**src/rtl/spi_pixel_receiver_pkg.sv**
```systemverilog
// spi_rx_pkg: shared types and constants for the SPI pixel receiver.
package spi_rx_pkg;
  typedef enum logic [1:0] {RX_IDLE, RX_SHIFT, RX_PUSH} spi_rx_state_t;
  localparam int SYNC_STAGES = 2;
  localparam int SPI_BITS = 8;
endpackage

```
**src/rtl/spi_pixel_receiver_if.sv**
```systemverilog
// spi_pixel_receiver_if: valid/ready byte stream between receiver and pixel consumer.
interface spi_pixel_receiver_if #(parameter int RGB_SIZE = 8);
  logic [RGB_SIZE-1:0] data;
  logic valid;
  logic ready;
  modport master (output data, valid, input ready);
  modport slave (input data, valid, output ready);
endinterface

```
**src/rtl/spi_pixel_receiver_byte_fifo.sv**
```systemverilog
// byte_fifo: show-ahead FIFO; a push into a full FIFO lands only if a pop frees a slot that cycle.
module byte_fifo #(
  parameter int WIDTH = 8,
  parameter int DEPTH = 4
) (
  input  logic                     clk,
  input  logic                     rst_n,
  input  logic                     push,
  input  logic [WIDTH-1:0]         push_data,
  input  logic                     pop,
  output logic [WIDTH-1:0]         head_data,
  output logic                     empty,
  output logic                     full,
  output logic [$clog2(DEPTH):0]   count
);
  localparam int AW = $clog2(DEPTH);
  logic [WIDTH-1:0] mem_q [DEPTH];
  logic [WIDTH-1:0] mem_d [DEPTH];
  logic [AW-1:0] wr_q, wr_d, rd_q, rd_d;
  logic [AW:0] cnt_q, cnt_d;
  logic do_push, do_pop;
  assign empty = cnt_q == '0;
  assign full = cnt_q == (AW+1)'(DEPTH);
  assign count = cnt_q;
  assign head_data = mem_q[rd_q];
  always_comb begin
    do_pop = pop & ~empty;
    do_push = push & (~full | do_pop);
    mem_d = mem_q;
    if (do_push) mem_d[wr_q] = push_data;
    wr_d = wr_q + AW'(do_push);
    rd_d = rd_q + AW'(do_pop);
    cnt_d = cnt_q + (AW+1)'(do_push) - (AW+1)'(do_pop);
  end
  always_ff @(posedge clk or negedge rst_n)
    if (!rst_n) begin
      mem_q <= '{default: '0};
      wr_q <= '0;
      rd_q <= '0;
      cnt_q <= '0;
    end else begin
      mem_q <= mem_d;
      wr_q <= wr_d;
      rd_q <= rd_d;
      cnt_q <= cnt_d;
    end
endmodule

```
**src/rtl/spi_pixel_receiver.sv**
```systemverilog
// spi_pixel_receiver: SPI mode-0 slave feeding a byte FIFO and valid/ready pixel stream.
// Define SPI_ECHO_EN to echo the previous completed byte on spi_miso.
module spi_pixel_receiver
  import spi_rx_pkg::*;
#(
  parameter int IMAGE_SIZE = 256,
  parameter int RGB_SIZE = 8,
  parameter int FIFO_DEPTH = 4,
  parameter int IMAGE_ADDR_WIDTH = $clog2(IMAGE_SIZE)
) (
  input  logic                        clk,
  input  logic                        rst_n,
  input  logic                        spi_clk,
  input  logic                        spi_mosi,
  input  logic                        spi_cs_n,
  output logic                        spi_miso,
  output logic                        mcu_rx_rdy,
  spi_pixel_receiver_if.master        pix,
  output logic [IMAGE_ADDR_WIDTH-1:0] pixel_count,
  output logic                        frame_done,
  output logic                        err_overflow,
  output logic                        err_short,
  input  logic                        err_clr
);
  localparam int CW = $clog2(SPI_BITS);
  localparam int AW = $clog2(FIFO_DEPTH);
  logic [SYNC_STAGES-1:0] sclk_sync_q, mosi_sync_q, cs_sync_q;
  logic sclk_prev_q, cs_prev_q, sclk_s, mosi_s, cs_s, sclk_rise, cs_fall;
  spi_rx_state_t state_q, state_d;
  logic [CW-1:0] bit_cnt_q, bit_cnt_d;
  logic [SPI_BITS-1:0] shift_q, shift_d;
  logic [IMAGE_ADDR_WIDTH-1:0] pixel_cnt_q, pixel_cnt_d;
  logic frame_done_q, frame_done_d, err_ovf_q, err_ovf_d, err_short_q, err_short_d, rdy_q, rdy_d;
  logic push, pop, short_err, empty, full, last;
  logic [AW:0] fifo_cnt;
  logic [RGB_SIZE-1:0] head;
  assign sclk_s = sclk_sync_q[SYNC_STAGES-1];
  assign mosi_s = mosi_sync_q[SYNC_STAGES-1];
  assign cs_s = cs_sync_q[SYNC_STAGES-1];
  assign sclk_rise = sclk_s & ~sclk_prev_q;
  assign cs_fall = ~cs_s & cs_prev_q;
  assign pix.data = head;
  assign pix.valid = ~empty;
  assign pop = pix.valid & pix.ready;
  assign last = pixel_cnt_q == IMAGE_ADDR_WIDTH'(IMAGE_SIZE - 1);
  assign pixel_count = pixel_cnt_q;
  assign frame_done = frame_done_q;
  assign err_overflow = err_ovf_q;
  assign err_short = err_short_q;
  assign mcu_rx_rdy = rdy_q;
  always_comb begin
    state_d = state_q;
    bit_cnt_d = bit_cnt_q;
    shift_d = shift_q;
    push = 1'b0;
    short_err = 1'b0;
    case (state_q)
      RX_IDLE: begin
        bit_cnt_d = '0;
        state_d = cs_fall ? RX_SHIFT : RX_IDLE;
      end
      RX_SHIFT:
        if (cs_s) begin
          short_err = |bit_cnt_q;
          bit_cnt_d = '0;
          state_d = RX_IDLE;
        end else if (sclk_rise) begin
          shift_d = {shift_q[SPI_BITS-2:0], mosi_s};
          bit_cnt_d = bit_cnt_q + 1'b1;
          state_d = (bit_cnt_q == CW'(SPI_BITS - 1)) ? RX_PUSH : RX_SHIFT;
        end
      RX_PUSH: begin
        push = 1'b1;
        bit_cnt_d = '0;
        state_d = cs_s ? RX_IDLE : RX_SHIFT;
      end
      default: state_d = RX_IDLE;
    endcase
    err_ovf_d = (push & full & ~pop) | (err_ovf_q & ~err_clr);
    err_short_d = short_err | (err_short_q & ~err_clr);
    rdy_d = fifo_cnt <= (AW+1)'(FIFO_DEPTH - 2);
    pixel_cnt_d = pop ? (last ? '0 : pixel_cnt_q + 1'b1) : pixel_cnt_q;
    frame_done_d = pop & last;
  end
  always_ff @(posedge clk or negedge rst_n)
    if (!rst_n) begin
      sclk_sync_q <= '0;
      mosi_sync_q <= '0;
      cs_sync_q <= '1;
      sclk_prev_q <= 1'b0;
      cs_prev_q <= 1'b1;
      state_q <= RX_IDLE;
      bit_cnt_q <= '0;
      shift_q <= '0;
      pixel_cnt_q <= '0;
      frame_done_q <= 1'b0;
      err_ovf_q <= 1'b0;
      err_short_q <= 1'b0;
      rdy_q <= 1'b0;
    end else begin
      sclk_sync_q <= {sclk_sync_q[SYNC_STAGES-2:0], spi_clk};
      mosi_sync_q <= {mosi_sync_q[SYNC_STAGES-2:0], spi_mosi};
      cs_sync_q <= {cs_sync_q[SYNC_STAGES-2:0], spi_cs_n};
      sclk_prev_q <= sclk_s;
      cs_prev_q <= cs_s;
      state_q <= state_d;
      bit_cnt_q <= bit_cnt_d;
      shift_q <= shift_d;
      pixel_cnt_q <= pixel_cnt_d;
      frame_done_q <= frame_done_d;
      err_ovf_q <= err_ovf_d;
      err_short_q <= err_short_d;
      rdy_q <= rdy_d;
    end
`ifdef SPI_ECHO_EN
  // The MSB leaves on CS fall so it is valid before the first SCLK rise.
  logic [SPI_BITS-1:0] echo_q, echo_d;
  logic miso_q, miso_d, sclk_fall;
  assign sclk_fall = ~sclk_s & sclk_prev_q;
  assign spi_miso = miso_q;
  always_comb begin
    echo_d = (state_q == RX_PUSH) ? shift_q : echo_q;
    miso_d = cs_s ? 1'b0 : (cs_fall | sclk_fall) ? echo_q[CW'(SPI_BITS - 1) - bit_cnt_q] : miso_q;
  end
  always_ff @(posedge clk or negedge rst_n)
    if (!rst_n) begin
      echo_q <= '0;
      miso_q <= 1'b0;
    end else begin
      echo_q <= echo_d;
      miso_q <= miso_d;
    end
`else
  assign spi_miso = 1'b0;
`endif
  byte_fifo #(.WIDTH(RGB_SIZE), .DEPTH(FIFO_DEPTH)) u_fifo (
    .clk(clk),
    .rst_n(rst_n),
    .push(push),
    .push_data(RGB_SIZE'(shift_q)),
    .pop(pop),
    .head_data(head),
    .empty(empty),
    .full(full),
    .count(fifo_cnt)
  );
endmodule

```
**src/flat_wrapper.sv**
```systemverilog
// flat-port wrapper written by rule: the top's interface ports become plain ports
module spi_pixel_receiver_flat import spi_rx_pkg::*;
#(
  parameter int IMAGE_SIZE = 256,
  parameter int RGB_SIZE = 8,
  parameter int FIFO_DEPTH = 4,
  parameter int IMAGE_ADDR_WIDTH = $clog2(IMAGE_SIZE)
)
  (clk, rst_n, spi_clk, spi_mosi, spi_cs_n, spi_miso, mcu_rx_rdy, pixel_count, frame_done, err_overflow, err_short, err_clr, pix_data, pix_valid, pix_ready);
  spi_pixel_receiver_if #(.RGB_SIZE(RGB_SIZE)) pix_i ();
  input  logic clk;
  input  logic rst_n;
  input  logic spi_clk;
  input  logic spi_mosi;
  input  logic spi_cs_n;
  output logic spi_miso;
  output logic mcu_rx_rdy;
  output logic [IMAGE_ADDR_WIDTH-1:0] pixel_count;
  output logic frame_done;
  output logic err_overflow;
  output logic err_short;
  input  logic err_clr;
  output wire logic [$bits(pix_i.data)-1:0] pix_data;
  output wire logic [$bits(pix_i.valid)-1:0] pix_valid;
  input wire logic [$bits(pix_i.ready)-1:0] pix_ready;
  assign pix_data = pix_i.data;
  assign pix_valid = pix_i.valid;
  assign pix_i.ready = pix_ready;
  spi_pixel_receiver #(.IMAGE_SIZE(IMAGE_SIZE), .RGB_SIZE(RGB_SIZE), .FIFO_DEPTH(FIFO_DEPTH), .IMAGE_ADDR_WIDTH(IMAGE_ADDR_WIDTH)) u_core (.clk(clk), .rst_n(rst_n), .spi_clk(spi_clk), .spi_mosi(spi_mosi), .spi_cs_n(spi_cs_n), .spi_miso(spi_miso), .mcu_rx_rdy(mcu_rx_rdy), .pix(pix_i), .pixel_count(pixel_count), .frame_done(frame_done), .err_overflow(err_overflow), .err_short(err_short), .err_clr(err_clr));
endmodule
```
**config.mk**
```make
export PLATFORM = sky130hd
export DESIGN_NAME = spi_pixel_receiver_flat
export DESIGN_NICKNAME = d
export VERILOG_FILES = /design/src/rtl/spi_pixel_receiver_pkg.sv /design/src/rtl/spi_pixel_receiver_if.sv /design/src/rtl/spi_pixel_receiver_byte_fifo.sv /design/src/rtl/spi_pixel_receiver.sv /design/src/flat_wrapper.sv
export SDC_FILE = /design/constraint.sdc
export NUM_CORES = 1
export LEC_CHECK = 0
export CORE_AREA = 2 2 115 117
export CTS_BUF_LIST = sky130_fd_sc_hd__clkbuf_4 sky130_fd_sc_hd__clkbuf_8 sky130_fd_sc_hd__clkbuf_16
export CTS_CLUSTER_DIAMETER = 150
export DETAILED_ROUTE_END_ITERATION = 8
export DIE_AREA = 0 0 117 119
export GPL_TIMING_DRIVEN = 0
export SLEW_MARGIN = 5
export SYNTH_ARGS = -nofsm -noshare
export SYNTH_HDL_FRONTEND = slang
export SYNTH_SLANG_ARGS = --single-unit
```
**constraint.sdc**
```tcl
create_clock -name clk -period 2.75 [get_ports clk]
set_clock_uncertainty 0.05 [all_clocks]
set_input_delay 0.4125 -clock clk [delete_from_list [all_inputs] [get_ports clk]]
set_output_delay 0.4125 -clock clk [all_outputs]
set_load 0.005 [all_outputs]
```
==> results.txt <==
- WHS Endpoint: u_core.mosi_sync_q[1]
* Slew at the pin with the worst max-slew slack: ~0.79 ns
- Counting flops and latches in the post-synthesis netlist gives 72.
* Kind of critical path: flop to output port
- Sum of overflow across all layers after global routing: 0
- In the final design database the tool counted 268 nets.
- After floorplanning, the core was divided into 42 placement rows.
- The detailed router finished its first iteration with approximately 50 violations.
* Drt total wl: 5612 um
- Clock latency on the worst-skew pair: 0.33 ns
* Initial antenna violation count: 0
* Crit share post-route: 90.54%
- The clock period could shrink to around 2.5 ns.
- The via count of the first global-routing pass was 1863.
* Via total after detailed routing: 1764
* Area added between synthesis and finish: 26.07%
* Die area: 0.01392 mm2
- For the worst setup path, the data arrival time is 2.03 ns.
- Number of max-cap violations: 0
* Count of buffers inserted at the top-level ports: 27
- Final ANT Viol Nets: 0
* Prevailing post-synth register cell: sky130_fd_sc_hd__dfrtp_1
- The worst register-to-register path ends at u_core.u_fifo.count[2].
- Clk pin slew, worst setup/hold paths: 0.06 ns
- Critical Path Start Type: flop
* Proportion of layout cells with a drive suffix above 1: 32.03%
* Worst IR drop on VDD: 415.7 uV
- The tree built by TritonCTS fans out to ~70 sinks.
- Die Width: 117 um
- Critical Path RT: 2.29 ns
- Cells fill a little under a third of the core in the end.
- STA classifies the critical path endpoint as an output port.
* Number of flops mapped to enable cells by yosys: 0
- The sequential cells in the finished layout cover a total of 0.001805 mm2.
* Worst hold path cell count: 0
- The clock passes through at most 2 buffers.
- The tightest min-delay check is of the flop to flop type.
- Run status: complete, no violations
* R2r setup slk: 0.33 ns
* Effective utilization at floorplan: 24.34%
* Leakage power: around 1.8 nW
- In this run the post-CTS setup repair buffer count came out at 0.
- Synthesis handed over a netlist of 211 instances.
- Final Hold Fails: 0
* Avg Synthesized Cell Area: about 15 um2
- Core Box Area: 0.01287 mm2
- In this run the worst path has a maximum fanout of 9.
- After synthesis, the share of flip-flops with an asynchronous set or reset is 100.0%.
* Boundary Pins: 29
* Number of H-tree branching levels: 3
- The worst pin sits at a relative slew slack of 47.23%.
- Critical Path Source: u_core.u_fifo.rd_q[1]
* Clk Tree Root Cell: sky130_fd_sc_hd__clkbuf_16
- Peak Freq: 0.4016 GHz
* Start point of the worst hold path: u_core.mosi_sync_q[0]
- Sequential share of the synthesized area: between 50% and 60%
- After legalization and detailed placement, the total HPWL measured between 3000 and 4000 um.
- Pwr dens: 754.6 mW/mm2
- The final number of max-transition violations came to 0.
- The multi-input combinational cells in the finished layout cover a total of 0.001225 mm2.
- Entering global routing, the biggest net connects 40 pins.
- Across all hold checks on the routed design, the worst slack comes to 0.2997 ns.
* Global placer's final weighted congestion: 0.7605
* Overall track demand over capacity in global routing: 8.997%
- Unrepaired setup endpoints after global routing: false
* Distinct cell type count after synthesis: 42
* TritonCTS clock tree: yes
* Post-route DRC: 0
- Syn Std Cell Area: 0.003134 mm2
- The first detailed-routing pass ran for 4 iterations.
* Synth warn: 0
* Filler cell count in the final layout: 1300
* Reg-to-reg startpoint: u_core.u_fifo.count[0]
* Vertical die dimension: around 120 um
- Cell count of the worst reg-to-reg path: 8
- DR WL/cell: 12.99 um
* Final setup viols: 0
- Post-detailed-route via-to-cell ratio: 4.083
* Post-synth net total: ~230
- Inserted Clock Buffers: 9
* Wire length of the first global-routing pass: around 9600 um
- The repair_antennas step left the layout with diodes totalling 0.
## metrics by stage
| step | std cells | TNS, ns | setup slack, ns | total power [mW] | cell area (um2) |
|---|---|---|---|---|---|
| detailed placement | 415 | -0.06593 | -0.06593 | 1.871 | 3642 |
| global route | 432 | 0 | 0.1592 | 3.159 | 3951 |
| finish | 432 | 0 | 0.2602 | 2.982 | 3951 |
| floorplan | 211 | 0 | 0.4539 | 1.618 | 3134 |
| CTS | 432 | 0 | 0.1622 | 3.038 | 3950 |
| global placement | 414 | -87.64 | -1.256 | 1.846 | 3625 |
## cells by family after synthesis
family | synth area share, %
other | 0.1196
and+or+nand+nor | 7.864
buffers and inverters | 3.313
DFF | 57.61
AOI/OAI and AO/OA | 4.112
muxes | 21.08
xor gates and xnor gates | 1.677
adders and majority gates | 4.232
## report_power, final
part | internal [mW] | switching, mW | total, mW
logic | 0.286 | 0.257 | 0.542
registers | 1.18 | 0.126 | 1.30
clock network | 0.701 | 0.436 | 1.14
## sequential cells by signal (all words and copies together), names as in the netlist, 3 cells and up
signal	flops
u_core.bit_cnt_q	3
u_core.pixel_count	8
u_core.shift_q	8
u_core.u_fifo.count	3
u_core.u_fifo.mem_q	32
## critical path: stages (launching register included)
cell and delay [ns]:
sky130_fd_sc_hd__dfrtp_1 0.32, sky130_fd_sc_hd__clkbuf_1 0.49, sky130_fd_sc_hd__mux4_2 0.43, sky130_fd_sc_hd__clkdlybuf4s50_1 0.47
## layout by cell type (no fill, tap or decap), types with 3 or more instances in the layout
cell / n
sky130_fd_sc_hd__nor4b_4: 3
sky130_fd_sc_hd__mux4_2: 8
sky130_fd_sc_hd__dfstp_2: 3
sky130_fd_sc_hd__clkdlybuf4s50_1: 26
sky130_fd_sc_hd__a21oi_1: 4
sky130_fd_sc_hd__inv_1: 15
sky130_fd_sc_hd__xor2_1: 4
sky130_fd_sc_hd__nand2_1: 8
sky130_fd_sc_hd__nor2_1: 3
sky130_fd_sc_hd__clkbuf_16: 9
sky130_fd_sc_hd__dfrtp_1: 69
sky130_fd_sc_hd__nor3_1: 3
sky130_fd_sc_hd__ha_1: 9
sky130_fd_sc_hd__mux2_2: 32
sky130_fd_sc_hd__mux2_4: 8
## per-layer routing
metal / GRT usage (%) / vias up / wire length [um]
met3: 3.104 / 5 / 222
met4: 3.309 / 0 / 64
met1: 12.80 / 891 / 2738
met2: 12.61 / 32 / 2586
li1: - / 836 / -
met5: 0 / - / 0
## layout make-up
class                   count  share of cell area [%]
plain buffers               7                   1.235
repair buffers             29                   7.536
flip-flops and latches     72                   45.69
multi-input cells         117                   31.00
well taps                 176                   5.573
clock inverters             7                   1.837
clock buffers               9                   5.700
inverters                  15                   1.425
## Yosys cell counts (3+ instances only)
library cell	count	area share (%)
sky130_fd_sc_hd__dfstp_2	3	2.5
sky130_fd_sc_hd__mux2_2	32	11
sky130_fd_sc_hd__dfrtp_1	69	55
sky130_fd_sc_hd__nor4b_4	3	2.3
sky130_fd_sc_hd__xor2_1	4	1.1
sky130_fd_sc_hd__a21oi_1	4	0.64
sky130_fd_sc_hd__mux4_2	8	5.7
sky130_fd_sc_hd__mux2_4	8	3.8
sky130_fd_sc_hd__ha_1	9	3.6
sky130_fd_sc_hd__nor2_1	3	0.36
sky130_fd_sc_hd__nand2_1	8	0.96
sky130_fd_sc_hd__inv_1	15	1.8
sky130_fd_sc_hd__nor3_1	3	0.48
## what timing repair did
item / CTS / global route
endpoints found under the hold margin: 33 / 0
setup endpoints to repair: 0 / 1
hold buffers: 1 / 0
resized for setup: 0 / 2
## how the worst max path moves through the flow
stage               depth (start not counted)                endpoint  slack (ns)
floorplan                                   8  u_core.u_fifo.count[2]        0.45
global placement                            1   u_core.pixel_count[6]       -1.26
detailed placement                          9  u_core.u_fifo.count[2]       -0.07
CTS                                         8  u_core.u_fifo.count[2]        0.16
global route                                3             pix_data[5]        0.16
finish                                      3             pix_data[5]        0.26
Note: power is estimated with default switching activity, not from simulation.
